[src/rtl/gfx_cmd_pkg.sv]
// Shared definitions for the graphics command decoder: opcodes, field positions
// and the decoded-command record stored in the output FIFO.
package gfx_cmd_pkg;

  localparam int CMD_W   = 52;
  localparam int COORD_W = 10;
  localparam int COLOR_W = 8;
  localparam int OP_W    = 3;

  localparam int OP_MSB  = 51;
  localparam int OP_LSB  = 48;
  localparam int X0_MSB  = 47;
  localparam int X0_LSB  = 38;
  localparam int Y0_MSB  = 37;
  localparam int Y0_LSB  = 28;
  localparam int X1_MSB  = 27;
  localparam int X1_LSB  = 18;
  localparam int Y1_MSB  = 17;
  localparam int Y1_LSB  = 8;
  localparam int COL_MSB = 7;
  localparam int COL_LSB = 0;

  localparam logic [3:0] OP_NOP   = 4'd0;
  localparam logic [3:0] OP_PIXEL = 4'd1;
  localparam logic [3:0] OP_LINE  = 4'd2;
  localparam logic [3:0] OP_RECT  = 4'd3;
  localparam logic [3:0] OP_CLEAR = 4'd4;

  typedef struct packed {
    logic [OP_W-1:0]    op;
    logic [COORD_W-1:0] x0;
    logic [COORD_W-1:0] y0;
    logic [COORD_W-1:0] x1;
    logic [COORD_W-1:0] y1;
    logic [COLOR_W-1:0] color;
  } dec_cmd_t;

  localparam int DEC_W = $bits(dec_cmd_t);

endpackage

[src/rtl/gfx_sync_fifo.sv]
// Show-ahead synchronous FIFO: the head entry is always visible on dout.
// Pointers carry one extra bit so full and empty can be told apart.
module gfx_sync_fifo #(
  parameter int WIDTH = 8,
  parameter int DEPTH = 4
) (
  input  logic             clk,
  input  logic             rst_,
  input  logic             push,
  input  logic [WIDTH-1:0] din,
  output logic             full,
  input  logic             pop,
  output logic [WIDTH-1:0] dout,
  output logic             empty
);

  localparam int AW = $clog2(DEPTH);

  logic [WIDTH-1:0] mem [DEPTH];
  logic [AW:0]      wr_ptr;
  logic [AW:0]      rd_ptr;
  logic             do_push;
  logic             do_pop;

  assign do_push = push && !full;
  assign do_pop  = pop && !empty;

  always_ff @(posedge clk or negedge rst_) begin
    if (!rst_) begin
      wr_ptr <= '0;
      rd_ptr <= '0;
    end else begin
      if (do_push) wr_ptr <= wr_ptr + (AW+1)'(1);
      if (do_pop)  rd_ptr <= rd_ptr + (AW+1)'(1);
    end
  end

  // Storage holds data only; validity is tracked purely by the pointers.
  always_ff @(posedge clk) begin
    if (do_push) mem[wr_ptr[AW-1:0]] <= din;
  end

  assign empty = (wr_ptr == rd_ptr);
  assign full  = (wr_ptr[AW] != rd_ptr[AW]) && (wr_ptr[AW-1:0] == rd_ptr[AW-1:0]);
  assign dout  = mem[rd_ptr[AW-1:0]];

endmodule

[src/rtl/gfx_cmd_decoder.sv]
// Decodes 52-bit graphics commands, clamps/sorts coordinates and queues them
// for the rasteriser. Optional GFX_CMD_STATS_EN adds the accepted_cnt port.
module gfx_cmd_decoder
  import gfx_cmd_pkg::*;
#(
  parameter int H_RES      = 640,
  parameter int V_RES      = 480,
  parameter int FIFO_DEPTH = 4
) (
  input  logic               clk,
  input  logic               rst_,
  input  logic [CMD_W-1:0]   cmd,
  input  logic               cmd_valid,
  output logic               cmd_ready,
  output logic [OP_W-1:0]    out_op,
  output logic [COORD_W-1:0] out_x0,
  output logic [COORD_W-1:0] out_y0,
  output logic [COORD_W-1:0] out_x1,
  output logic [COORD_W-1:0] out_y1,
  output logic [COLOR_W-1:0] out_color,
  output logic               out_valid,
  input  logic               out_ready,
`ifdef GFX_CMD_STATS_EN
  output logic [15:0]        accepted_cnt,
`endif
  output logic [7:0]         illegal_cnt
);

  localparam logic [COORD_W-1:0] X_MAX = COORD_W'(H_RES - 1);
  localparam logic [COORD_W-1:0] Y_MAX = COORD_W'(V_RES - 1);

  function automatic logic [COORD_W-1:0] sat_x(input logic [COORD_W-1:0] v);
    return (v > X_MAX) ? X_MAX : v;
  endfunction

  function automatic logic [COORD_W-1:0] sat_y(input logic [COORD_W-1:0] v);
    return (v > Y_MAX) ? Y_MAX : v;
  endfunction

  logic [3:0]         op_p0;
  logic [COORD_W-1:0] x0_p0, y0_p0, x1_p0, y1_p0;
  dec_cmd_t           dec_p0;
  logic               legal_p0;
  logic               illegal_p0;
  logic               accept;
  logic               push;
  logic               pop;
  logic               full;
  logic               empty;
  dec_cmd_t           head_p1;

  // Decode stage: combinational, in front of the FIFO write port.
  assign op_p0 = cmd[OP_MSB:OP_LSB];
  assign x0_p0 = sat_x(cmd[X0_MSB:X0_LSB]);
  assign y0_p0 = sat_y(cmd[Y0_MSB:Y0_LSB]);
  assign x1_p0 = sat_x(cmd[X1_MSB:X1_LSB]);
  assign y1_p0 = sat_y(cmd[Y1_MSB:Y1_LSB]);

  always_comb begin
    dec_p0       = '0;
    dec_p0.op    = op_p0[OP_W-1:0];
    dec_p0.color = cmd[COL_MSB:COL_LSB];
    legal_p0     = 1'b0;
    illegal_p0   = 1'b0;
    case (op_p0)
      OP_NOP: ;
      OP_PIXEL: begin
        legal_p0  = 1'b1;
        dec_p0.x0 = x0_p0;
        dec_p0.y0 = y0_p0;
        dec_p0.x1 = x0_p0;
        dec_p0.y1 = y0_p0;
      end
      OP_LINE: begin
        legal_p0  = 1'b1;
        dec_p0.x0 = x0_p0;
        dec_p0.y0 = y0_p0;
        dec_p0.x1 = x1_p0;
        dec_p0.y1 = y1_p0;
      end
      OP_RECT: begin
        legal_p0  = 1'b1;
        dec_p0.x0 = (x0_p0 < x1_p0) ? x0_p0 : x1_p0;
        dec_p0.x1 = (x0_p0 < x1_p0) ? x1_p0 : x0_p0;
        dec_p0.y0 = (y0_p0 < y1_p0) ? y0_p0 : y1_p0;
        dec_p0.y1 = (y0_p0 < y1_p0) ? y1_p0 : y0_p0;
      end
      OP_CLEAR: begin
        legal_p0  = 1'b1;
        dec_p0.x0 = '0;
        dec_p0.y0 = '0;
        dec_p0.x1 = X_MAX;
        dec_p0.y1 = Y_MAX;
      end
      default: illegal_p0 = 1'b1;
    endcase
  end

  assign cmd_ready = !full;
  assign accept    = cmd_valid && cmd_ready;
  assign push      = accept && legal_p0;
  assign pop       = out_valid && out_ready;

  // Queue stage: registered head feeds the rasteriser interface.
  gfx_sync_fifo #(
    .WIDTH (DEC_W),
    .DEPTH (FIFO_DEPTH)
  ) u_fifo (
    .clk   (clk),
    .rst_  (rst_),
    .push  (push),
    .din   (dec_p0),
    .full  (full),
    .pop   (pop),
    .dout  (head_p1),
    .empty (empty)
  );

  // Data lines read as zero whenever nothing is queued, including after reset.
  assign out_valid = !empty;
  assign out_op    = out_valid ? head_p1.op    : '0;
  assign out_x0    = out_valid ? head_p1.x0    : '0;
  assign out_y0    = out_valid ? head_p1.y0    : '0;
  assign out_x1    = out_valid ? head_p1.x1    : '0;
  assign out_y1    = out_valid ? head_p1.y1    : '0;
  assign out_color = out_valid ? head_p1.color : '0;

  always_ff @(posedge clk or negedge rst_) begin
    if (!rst_) begin
      illegal_cnt <= '0;
    end else if (accept && illegal_p0 && (illegal_cnt != 8'hFF)) begin
      illegal_cnt <= illegal_cnt + 8'd1;
    end
  end

`ifdef GFX_CMD_STATS_EN
  always_ff @(posedge clk or negedge rst_) begin
    if (!rst_) begin
      accepted_cnt <= '0;
    end else if (push) begin
      accepted_cnt <= accepted_cnt + 16'd1;
    end
  end
`endif

endmodule

[config.mk]
export PLATFORM = sky130hd
export DESIGN_NAME = gfx_cmd_decoder
export DESIGN_NICKNAME = d
export VERILOG_FILES = /design/src/rtl/gfx_cmd_pkg.sv /design/src/rtl/gfx_sync_fifo.sv /design/src/rtl/gfx_cmd_decoder.sv
export SDC_FILE = /design/constraint.sdc
export NUM_CORES = 1
export LEC_CHECK = 0
export CAP_MARGIN = 10
export CORE_ASPECT_RATIO = 1.4
export CORE_MARGIN = 4
export CORE_UTILIZATION = 40
export CTS_CLUSTER_SIZE = 30
export DETAILED_ROUTE_END_ITERATION = 16
export PLACE_DENSITY_LB_ADDON = 0.3
export SLEW_MARGIN = 10
export SYNTH_ARGS = -nofsm -noshare
export SYNTH_HDL_FRONTEND = slang
export SYNTH_SLANG_ARGS = --single-unit
[constraint.sdc]
create_clock -name clk -period 2.6 [get_ports clk]
set_input_delay 0.52 -clock clk [delete_from_list [all_inputs] [get_ports clk]]
set_output_delay 0.52 -clock clk [all_outputs]
set_load 0.05 [all_outputs]
# Word level (Yosys, flattened, before mapping)
# Memory sizes are Yosys's and may differ from the RTL's.
# Index checks and enable logic that the tools add are counted.
[totals]
register_bits = 14
ram_bits = 204
in_bits = 56
out_inout_bits = 61
elab_cells = 53
memories = 1
[classes]
n_addsub = 3
n_lt_le_gt_ge = 6
n_eq_ne = 8
muxes = 19
reduce_logical = 13
[mem_list]
columns = ["name", "words", "word_bits", "read_ports", "rd_clocked_by_memory_dff", "wr", "line_no", "text"]
rows = [
  ["u_fifo.mem", 4, 51, 1, 0, 1, "gfx_sync_fifo.sv:19", "logic [WIDTH-1:0] mem [DEPTH];"],
]
[op_table]
columns = ["operator", "count"]
rows = [
  ["$pmux 40 s4", 1],
  ["$mux 10", 12],
  ["$gt 10x10->1 const B", 2],
  ["$gt 10x9->1 const B", 2],
  ["$lt 10x10->1", 2],
  ["$add 8x1->8 const B", 1],
  ["$eq 4x2->1 const B", 2],
  ["$logic_and 1x1->1", 8],
  ["$mux 8", 1],
  ["$ne 8x8->1 const B", 1],
  ["$add 3x1->3 const B", 2],
  ["$reduce_or 5->1", 1],
  ["$eq 4x1->1 const B", 1],
  ["$eq 4x3->1 const B", 1],
  ["$logic_not 4->1", 1],
  ["$mux 1", 4],
  ["$reduce_or 4->1", 1],
  ["$eq 3x3->1", 1],
  ["$mux 3", 1],
  ["$eq 2x2->1", 1],
  ["$logic_not 1->1", 2],
  ["$ne 1x1->1", 1],
]

# Logic depth before layout (Yosys ltp)
# Gate-level depths: netlist of the first run.
[depth]
word_depth = 8
depth_mapped = 11
ltp_nobuf = 10

# Modules after synthesis
# A second synthesis of the first run with hierarchy kept.
[hier_totals]
cells_unflattened = 643
hier_area_um2 = 10109.7
[by_module_without_submodules]
columns = ["module", "n_inst", "cells_each", "area_each_um2", "seq_area_each_um2"]
rows = [
  ["gfx_sync_fifo", 1, 315, 7856.3, 6276.0],
  ["gfx_cmd_decoder", 1, 328, 2253.4, 200.2],
]

# Worst setup path after synthesis of the first run
# OpenSTA, ideal clock, no wires.
[synth_timing]
kind = "flip-flop to flip-flop"
start = "register u_fifo.rd_ptr[1]"
end = "memory u_fifo.mem[3][0] (netlist name) (enable)"
setup_time_ps = 415
arrival_ps = 2862
t_required_ps = 2185
path_slack_ps = -677
stages_incl_launch_ff = 7
period_less_slack_ps = 3277
cell_sequence = "dfrtp_1 -> buf_2 -> xnor2_1 -> nand3_1 -> nand2_1 -> a21oi_1 -> and2_1"
[synth_via]
elab_chain_len = 8
[synth_rtl]
columns = ["item", "line_no", "text"]
rows = [
  ["from (decl)", "gfx_sync_fifo.sv:21", "logic [AW:0] rd_ptr;"],
  ["from (signal assigned)", "gfx_sync_fifo.sv:34", "if (do_pop) rd_ptr <= rd_ptr + (AW+1)'(1);"],
  ["$eq 2x2->1 *", "gfx_sync_fifo.sv:44", "assign full = (wr_ptr[AW] != rd_ptr[AW]) && (wr_ptr[AW-1:0] == rd_ptr[AW-1:0]);"],
  ["$logic_and 1x1->1 *", "gfx_sync_fifo.sv:44", ""],
  ["$logic_not 1->1 *", "gfx_cmd_decoder.sv:99", "assign cmd_ready = !full;"],
  ["named net cmd_ready", "gfx_cmd_decoder.sv:14", "output logic cmd_ready,"],
  ["$logic_and 1x1->1", "gfx_cmd_decoder.sv:100", "assign accept = cmd_valid && cmd_ready;"],
  ["$logic_and 1x1->1", "gfx_cmd_decoder.sv:101", "assign push = accept && legal_p0;"],
  ["$logic_and 1x1->1 *", "gfx_sync_fifo.sv:25", "assign do_push = push && !full;"],
  ["$mux 1 *", "gfx_sync_fifo.sv:40", "if (do_push) mem[wr_ptr[AW-1:0]] <= din;"],
  ["$mux 1 (not written as such) *", "gfx_sync_fifo.sv:40", ""],
  ["to (decl)", "gfx_sync_fifo.sv:19", ""],
]
# Mark *: on every way through the listed nets, which the timed path passes. The rest lies on a longest branch.

# Worst setup path in the final report of the first run
[layout_timing]
start = "register u_fifo.rd_ptr[0]"
end = "output port out_y1[8]"
[layout_via]
elab_chain_len = 2
elab_cells_between_ends = 3
classes_between = "eq/ne (1); mux (1); memory (1)"
[layout_rtl]
columns = ["item", "line_no", "text"]
rows = [
  ["$mem_v2 4x51 / $eq 3x3->1 (equally long branches)", "--", ""],
  ["$mux 10 *", "gfx_cmd_decoder.sv:125", "assign out_y1 = out_valid ? head_p1.y1 : '0;"],
  ["to (decl)", "gfx_cmd_decoder.sv:19", "output logic [COORD_W-1:0] out_y1,"],
]
# Every way passes the cells marked *; elsewhere a longest branch is shown, timed or not.

==> results of run 1 <==
per-layer routing:
| metal | share of wire, % | global-route usage [%] |
|---|---|---|
| met5 | 0 | 0 |
| met4 | 2.7 | 5.91 |
| met3 | 4.1 | 2.33 |
| met2 | 55 | 32.1 |
| met1 | 39 | 21.3 |
final cells by class:
type | instances | share of cell area [%]
clock buffers | 27 | 3.99
clock inverters | 11 | 0.638
inverters | 27 | 0.739
multi-input cells | 313 | 26.9
flip-flops and latches | 218 | 47.2
well taps | 306 | 2.79
repair buffers | 240 | 17.7
sequential cells by signal, indices dropped and copies added (netlist names):
signal,count
u_fifo.rd_ptr,3
u_fifo.wr_ptr,3
u_fifo.mem,204
illegal_cnt,8
stage by stage:
| stage | area [um^2] | setup slack [ns] | power, mW |
|---|---|---|---|
| floorplan | 9900 | -0.124 | 9.38 |
| finish | 13700 | -0.0605 | 15.6 |
| detailed placement | 12100 | -0.840 | 11.8 |
| global placement | 12100 | -0.747 | 11.8 |
| global route | 13700 | -0.129 | 16.2 |
| CTS | 13600 | -0.0901 | 15.7 |
final timing paths:
path | to | slack, ns
hold reg to reg | illegal_cnt[5] | 0.50
min in group clk | illegal_cnt[5] | 0.50
hold / removal | u_fifo.wr_ptr[2] | 0.44
setup reg to reg | u_fifo.mem[2][11] | 0.32
max in group asynchronous | u_fifo.rd_ptr[0] | 1.64
setup / recovery | out_y1[8] | -0.06
layout by cell type (no fill, tap or decap), types with 12 or more instances in the layout:
cell type        synthesis  final
buf_6                    0     54
nand2_1                 21     20
inv_1                   26     24
mux4_2                  51     51
ha_1                    22     17
edfxtp_1               204    204
nor2_1                  34     20
clkbuf_16                0     21
clkdlybuf4s50_1          0     46
dfrtp_1                 14     12
nor2b_1                 51     42
buf_12                   0     19
buf_4                    0    100
worst reg2reg max path, cell delays in order, from the launching register on:
cell	delay [ns]
dfrtp_4	0.56
xnor2_1	0.18
nand3_1	0.18
nand2_1	0.16
a21oi_1	0.22
buf_4	0.18
and2_2	0.20
buf_12	0.24
cells in the mapped netlist (all sizes together), types with 2 or more instances:
cell    count  area share [%]
and3        5            0.33
o21a        2            0.16
a21o        3            0.24
inv        27             1.1
buf        10            0.52
clkbuf     13            0.51
o31ai       2            0.16
and2        5            0.33
conb        2           0.079
mux2        2            0.24
nor2b      51             3.3
o221ai     17             1.6
nor3        2            0.10
o21ai      10            0.68
dfrtp      14             3.7
nand3       7            0.42
nand4       4            0.26
mux4       51              12
a41o        2            0.21
a211oi      3            0.29
nor2       34             1.3
nand2b      2            0.13
xor2        3            0.28
a21oi      11            0.62
xnor2      11             1.0
nand2      21            0.83
ha         22             2.9
o22ai      21             1.4
edfxtp    204              64
repair_timing:
action	CTS	global route
setup buffers	20	6
gates resized for setup	143	43
pin swaps	29	24
cloned	4	0
hold buffers	0	0
endpoints found under the setup margin	202	204
cells by family after synthesis:
| group | synth area share, % |
|---|---|
| other | 0.0786 |
| AO/OA/AOI/OAI | 6.26 |
| buffers and inverters | 2.10 |
| multiplexers | 12.3 |
| adder cells (fa/ha/maj) | 2.88 |
| flip-flops | 67.8 |
| AND/OR/NAND/NOR | 7.36 |
| XOR/XNOR | 1.28 |
where the power goes:
part / total, mW / switching [mW] / internal (mW)
combinational: 8.40 / 5.02 / 3.38
sequential: 4.33 / 0.171 / 4.16
clock: 2.83 / 1.23 / 1.60
==> results.toml, run 1 <==
[outcome]
status = "finished with violations"
violations = "negative setup slack"

[synthesis]
synth_edf_count = 204
syn_inst = 573
synth_cell_types = 50
yosysSeqAreaShare_pct = 67.8
synthArstFlopShare_pct = 6.42
yosysWarningCount = 0
syn-cell-area_mm2 = 0.00955
synth_ff_type = "edfxtp_1"
syn_area_per_cell_um2 = 16.7
ys_ff_latch = 218

[critical_path]
required_ns = 2.08
critPathKind = "reg -> out"
rr_worst_depth = 7
crit_path_end_kind = "primary output"
worstPathMaxFanout = 7
reg2reg_from = "u_fifo.rd_ptr[0]"
start_kind = "register"
cp_num_buf_inv = 3
cp.depth = 5
crit_start = "u_fifo.rd_ptr[0]"
slowest_delay_ns = 0.53
worstPathCellList = "buf_6, buf_16, mux4_2, nor2b_1, buf_6"
arrival_ns = 2.14
crit_path_frequent_cell = "buf_6"
cp_slowest_cell = "dfrtp_4"
crit_family = "flip-flops"

[timing]
timing.hold.ws_ns = 0.441
rsz0062_at_grt = "true"
fmax_mhz = 376
slew_violations = 0
setup_viol = 29
worst_slew_pin_slew_ns = 0.699
finClkSkew_ns = 0.0192
tns_ns = -0.933
setup_ws_ns = -0.0605
hold_violations = 0
maxSlewHeadroom_pct = 53.3
fin_crit_sh_pct = 102
min_period_ns = 2.66

[die]
die_w_um = 139
rows = 66
dieHeight_um = 191
start_util_pct = 40.9
io_pins = 117
coreArea_mm2 = 0.0234
fp.dieArea_mm2 = 0.0265

[place]
place.detailed.hpwl_mm = 16.0
dp.cells = 1078
place_congestion = 0.864
port-buffer-count = 116

[final_layout]
fin_nets = 899
syn_to_final_growth_pct = 43.6
fillerInstances = 1739
fin_util_pct = 58.7
n_antenna_cell = 0
multiInputGateArea_mm2 = 0.00368
drive_above_1_share_pct = 44.6
instances_no_fill = 1142
seq_area_mm2 = 0.00648

[drt]
drc_errors = 0
wl_per_cell_um = 20.4
antenna_left = 0
first_pass_iters = 4
drt_iter0_drc = 394
vias = 6037
postRouteWirelength_mm = 23.3
viasPerCell = 5.29

[clock_tree]
cts_inserted_buffers = 21
clk_latency_ns = 0.50
cts_tree = "built"
clockRootBuffer = "clkbuf_16"
cts_sinks = 218
htreeDepth = 1
cts.clk_slew.worst_paths_ns = 0.06
ctsLongestPathBuffers = 3

[grt]
grt_pass1_vias = 6618
grt_overflow_total = 0
antenna_found_initial = 0
grt_use_total_pct = 17.5
grt_pass1_wl_mm = 36.7
grt_max_degree = 36

[power]
leakage_nw = 5.01
ir_drop_v = 0.000614
power.density_mw_per_mm2 = 1130

[flow_run]
max-cap-violations = 0

[hold_path]
hp-class = "in -> async"
(Power assumes the default switching activity.)
==> run 2, diff against run 1 <==
--- a/config.mk
+++ b/config.mk
@@ -9,7 +9,7 @@
 export CORE_ASPECT_RATIO = 1.4
 export CORE_MARGIN = 4
 export CORE_UTILIZATION = 40
-export CTS_CLUSTER_SIZE = 30
+export CTS_BUF_LIST = sky130_fd_sc_hd__clkbuf_16
 export DETAILED_ROUTE_END_ITERATION = 16
 export PLACE_DENSITY_LB_ADDON = 0.3
 export SLEW_MARGIN = 10
==> results.toml, run 2 (synthesis gave the netlist of run 1 again) <==
[drt]
antenna_left = 0
viasPerCell = 5.29
postRouteWirelength_mm = 23.3
vias = 6039
wl_per_cell_um = 20.4
drt_iter0_drc = 387
first_pass_iters = 4
drc_errors = 0

[hold_path]
hp-class = "in -> async"

[grt]
grt_overflow_total = 0
grt_use_total_pct = 17.5
antenna_found_initial = 0
grt_pass1_vias = 6618
grt_max_degree = 36
grt_pass1_wl_mm = 36.7

[power]
power.clock.fraction_pct = 18.1
power.density_mw_per_mm2 = 1130
ir_drop_v = 0.000614
leakage_nw = 5.03
combPwrFrac_pct = 54.0
pwr-share-seq_pct = 27.9
p_int_mw = 9.11
switching_share_pct = 41.4
p_switching_mw = 6.43

[outcome]
violations = "negative setup slack"
status = "finished with violations"

[die]
coreArea_mm2 = 0.0234
dieHeight_um = 191
io_pins = 117
fp.dieArea_mm2 = 0.0265
rows = 66
start_util_pct = 40.9
die_w_um = 139

[timing]
worst_slew_pin_slew_ns = 0.699
fin_crit_sh_pct = 102
finClkSkew_ns = 0.0193
setup_ws_ns = -0.0616
min_period_ns = 2.66
fmax_mhz = 376
rsz0062_at_grt = "true"
hold_violations = 0
setup_viol = 29
slew_violations = 0
timing.hold.ws_ns = 0.441
maxSlewHeadroom_pct = 53.2

[final_layout]
mostFrequentLayoutCell = "edfxtp_1"
layout_common_cells = "edfxtp_1, buf_4, buf_6"
largest_register_ff_count = 204
syn_to_final_growth_pct = 43.6
drive_above_1_share_pct = 44.6
n_antenna_cell = 0
fin_nets = 899

[critical_path]
start_kind = "register"
worstPathMaxFanout = 7
crit_path_end_kind = "primary output"
slowest_delay_ns = 0.53
required_ns = 2.08
worstPathCellList = "buf_6, buf_16, mux4_2, nor2b_1, buf_6"
critPathKind = "reg -> out"
r2r_slack_ns = 0.32
cp_slowest_cell = "dfrtp_4"
arrival_ns = 2.14
crit_path_frequent_cell = "buf_6"

[flow_run]
max-cap-violations = 0

[place]
place_congestion = 0.864
port-buffer-count = 116
pre_cts_slack_ns = -0.840
place.detailed.hpwl_mm = 16.0

[clock_tree]
cts.clk_slew.worst_paths_ns = 0.06
cts_inserted_buffers = 21
clockRootBuffer = "clkbuf_16"
cts_sinks = 218
htreeDepth = 1
clk_latency_ns = 0.50
ctsLongestPathBuffers = 3
cts_tree = "built"
## run 2: worst paths after layout
check	endpoint	depth (start not counted)	startpoint
setup reg to reg	u_fifo.mem[2][11]	7	u_fifo.rd_ptr[0]
max in group asynchronous	u_fifo.rd_ptr[0]	1	rst_
hold reg to reg	illegal_cnt[5]	1	illegal_cnt[5]
hold / removal	u_fifo.wr_ptr[2]	1	rst_
min in group clk	illegal_cnt[5]	1	illegal_cnt[5]
setup / recovery	out_y1[8]	5	u_fifo.rd_ptr[0]
## run 2: area by class of cell
cell class / count / area (um^2)
Clock buffer: 21 / 526
Clock inverter: 17 / 110
Fill cell: 1739 / 9650
Inverter: 27 / 101
Multi-Input combinational cell: 313 / 3680
Sequential cell: 218 / 6480
Tap cell: 306 / 383
Timing Repair Buffer: 240 / 2430
## run 2: critical path, delay by kind of cell, from the launching register on
family / cells / cell delay, ns
DFF: 1 / 0.53
muxes: 1 / 0.49
buffers and inverters: 3 / 0.46
and+or+nand+nor: 1 / 0.15
## run 2: through the flow
stage                     TNS (ns)  area [um^2]  util [%]  std cells  total power [mW]
after CTS                    -2.85        13600      58.0       1138              15.7
after global routing         -4.63        13700      58.7       1142              16.2
after global placement     -110.09        12100      51.7       1078              11.8
after floorplan             -32.97         9900         -        581              9.38
after detailed placement   -118.93        12100      51.7       1078              11.8
final                       -0.954        13700      58.7       1142              15.5
## run 2: what timing repair did
action                                  CTS  global route
endpoints found under the setup margin  202           204
resized for setup                       143            43
hold buffers                              0             0
pin swaps                                29            24
cloned                                    4             0
setup buffers                            20             6
## run 2: per-layer routing
| layer | GRT usage [%] | up-vias | routed length [um] |
|---|---|---|---|
| li1 | - | 2750 | - |
| met5 | 0 | - | 0 |
| met4 | 5.91 | 0 | 624 |
| met1 | 21.3 | 3097 | 9070 |
| met3 | 2.33 | 40 | 929 |
| met2 | 32.1 | 152 | 12700 |
## run 2: power by group through the flow
stage / clock (mW) / sequential, mW / combinational [mW]
after detailed placement: 0 / 4.44 / 7.40
after global placement: 0 / 4.41 / 7.35
final: 2.81 / 4.33 / 8.40
after global routing: 3.02 / 4.36 / 8.83
after CTS: 2.87 / 4.33 / 8.51
after floorplan: 0 / 4.48 / 4.90
==> run 3, diff against run 2 <==
--- a/config.mk
+++ b/config.mk
@@ -8,9 +8,11 @@
 export CAP_MARGIN = 10
 export CORE_ASPECT_RATIO = 1.4
 export CORE_MARGIN = 4
-export CORE_UTILIZATION = 40
+export CORE_UTILIZATION = 25
 export CTS_BUF_LIST = sky130_fd_sc_hd__clkbuf_16
 export DETAILED_ROUTE_END_ITERATION = 16
+export GPL_ROUTABILITY_DRIVEN = 0
+export MAX_ROUTING_LAYER = met4
 export PLACE_DENSITY_LB_ADDON = 0.3
 export SLEW_MARGIN = 10
 export SYNTH_ARGS = -nofsm -noshare
==> results.toml, run 3 (synthesis gave the netlist of run 1 again) <==
[outcome]
status = "finished with violations"
violations = "negative setup slack"

[final_layout]
mostFrequentLayoutCell = "edfxtp_1"
instances_no_fill = 1323
fin_util_pct = 38.3
drive_above_1_share_pct = 48.5
syn_to_final_growth_pct = 51.0
fillerInstances = 3480
fin_nets = 914
fin_area_mm2 = 0.0144
layout_common_cells = "edfxtp_1, buf_4, mux4_2"
largest_register_ff_count = 204
n_antenna_cell = 0

[timing]
fmax_mhz = 371
min_period_ns = 2.69
fin_crit_sh_pct = 104
rsz0062_at_grt = "true"
finClkSkew_ns = 0.00912
maxSlewHeadroom_pct = 53.2
setup_viol = 42
setup_ws_ns = -0.0927
hold_violations = 0
tns_ns = -1.57
slew_violations = 0
worst_slew_pin_slew_ns = 0.700

[critical_path]
required_ns = 2.08
worstPathMaxFanout = 11
start_kind = "register"
slowest_delay_ns = 0.58
worstPathCellList = "xnor2_2, nand2_1, nor2_4, buf_6, buf_12, nor2b_2, buf_6"
critPathKind = "reg -> out"
crit_path_end_kind = "primary output"
crit_path_frequent_cell = "buf_6"
arrival_ns = 2.17
crit_family = "flip-flops"
cp_slowest_cell = "dfrtp_4"
cp_num_buf_inv = 3

[die]
coreArea_mm2 = 0.0376
die_w_um = 173
fp.dieArea_mm2 = 0.0415
rows = 84
start_util_pct = 25.4
io_pins = 117
dieHeight_um = 239

[clock_tree]
cts.clk_slew.worst_paths_ns = 0.06
cts_tree = "built"
htreeDepth = 1
clockRootBuffer = "clkbuf_16"
cts_inserted_buffers = 21
cts_sinks = 218
ctsLongestPathBuffers = 3
clk_latency_ns = 0.50

[drt]
vias = 5962
wl_per_cell_um = 20.0
routedLengthMet1_mm = 10.7
drt_iter0_drc = 268
wl_met2_mm = 14.2
first_pass_iters = 4
wl_met3_um = 883
viasPerCell = 4.51
antenna_left = 0
drc_errors = 0
top_layer = "met4"
postRouteWirelength_mm = 26.4

[power]
power.clock.fraction_pct = 17.4
combPwrFrac_pct = 57.5
pwr-share-seq_pct = 25.1
leakage_nw = 5.33
power.density_mw_per_mm2 = 1200
p_switching_mw = 7.07
totalPowerFinal_mw = 17.3
p_int_mw = 10.2
switching_share_pct = 40.9
ir_drop_v = 0.000648

[grt]
grt_max_degree = 54
grt_use_total_pct = 12.3
antenna_found_initial = 0
grt_pass1_wl_mm = 38.4
grt_pass1_vias = 6496
grt_overflow_total = 0

[place]
place.detailed.hpwl_mm = 17.8
port-buffer-count = 116
place_area_mm2 = 0.0125
dp.cells = 1263

[hold_path]
hp-class = "in -> async"

[flow_run]
max-cap-violations = 0
run 3: power by group through the flow:
stage | sequential (mW) | clock [mW] | combinational (mW)
floorplan | 4.48 | 0 | 4.90
global placement | 4.41 | 0 | 7.69
detailed placement | 4.42 | 0 | 7.69
CTS | 4.34 | 3.11 | 8.72
global route | 4.37 | 3.27 | 10.5
finish | 4.34 | 3.01 | 9.94
run 3: per-stage QoR:
stage	hold slack [ns]	worst slack [ns]
final	0.449	-0.0927
after CTS	0.444	-0.156
after global routing	0.479	-0.158
after global placement	0.476	-0.843
after detailed placement	0.479	-0.844
after floorplan	0.224	-0.124
run 3: worst paths after layout:
kind                                   from          endpoint  slack, ns  cells past startpoint
max reg2reg                u_fifo.rd_ptr[0]  u_fifo.mem[1][2]       0.18                      8
max                        u_fifo.rd_ptr[0]         out_y1[2]      -0.09                      7
max in group asynchronous              rst_  u_fifo.rd_ptr[0]       1.64                      1
min in group clk           u_fifo.rd_ptr[2]  u_fifo.rd_ptr[2]       0.49                      1
min                                    rst_    illegal_cnt[5]       0.45                      1
min reg2reg                u_fifo.rd_ptr[2]  u_fifo.rd_ptr[2]       0.49                      1
run 3: what timing repair did:
item	4_1_cts	5_1_grt
endpoints found under the setup margin	203	195
gates resized for setup	118	126
hold buffers	0	0
cloned	3	6
pin swaps	18	20
buffers inserted	11	6
run 3: metal layers:
metal  vias to the layer above  track usage, %
met3                        34            1.56
met2                       120            21.9
li1                       2779               -
met1                      3029            14.5
met5                         -               -
met4                         0            4.04
run 3: area by class of cell:
| type | instances | area [um^2] | area share, % |
|---|---|---|---|
| clock buffer | 21 | 526 | 3.64 |
| timing repair buffer | 255 | 2750 | 19.1 |
| clock inverter | 16 | 151 | 1.05 |
| sequential | 218 | 6480 | 44.9 |
| multi-input combinational | 313 | 3820 | 26.5 |
| tap | 473 | 592 | 4.10 |
| inverter | 27 | 101 | 0.703 |
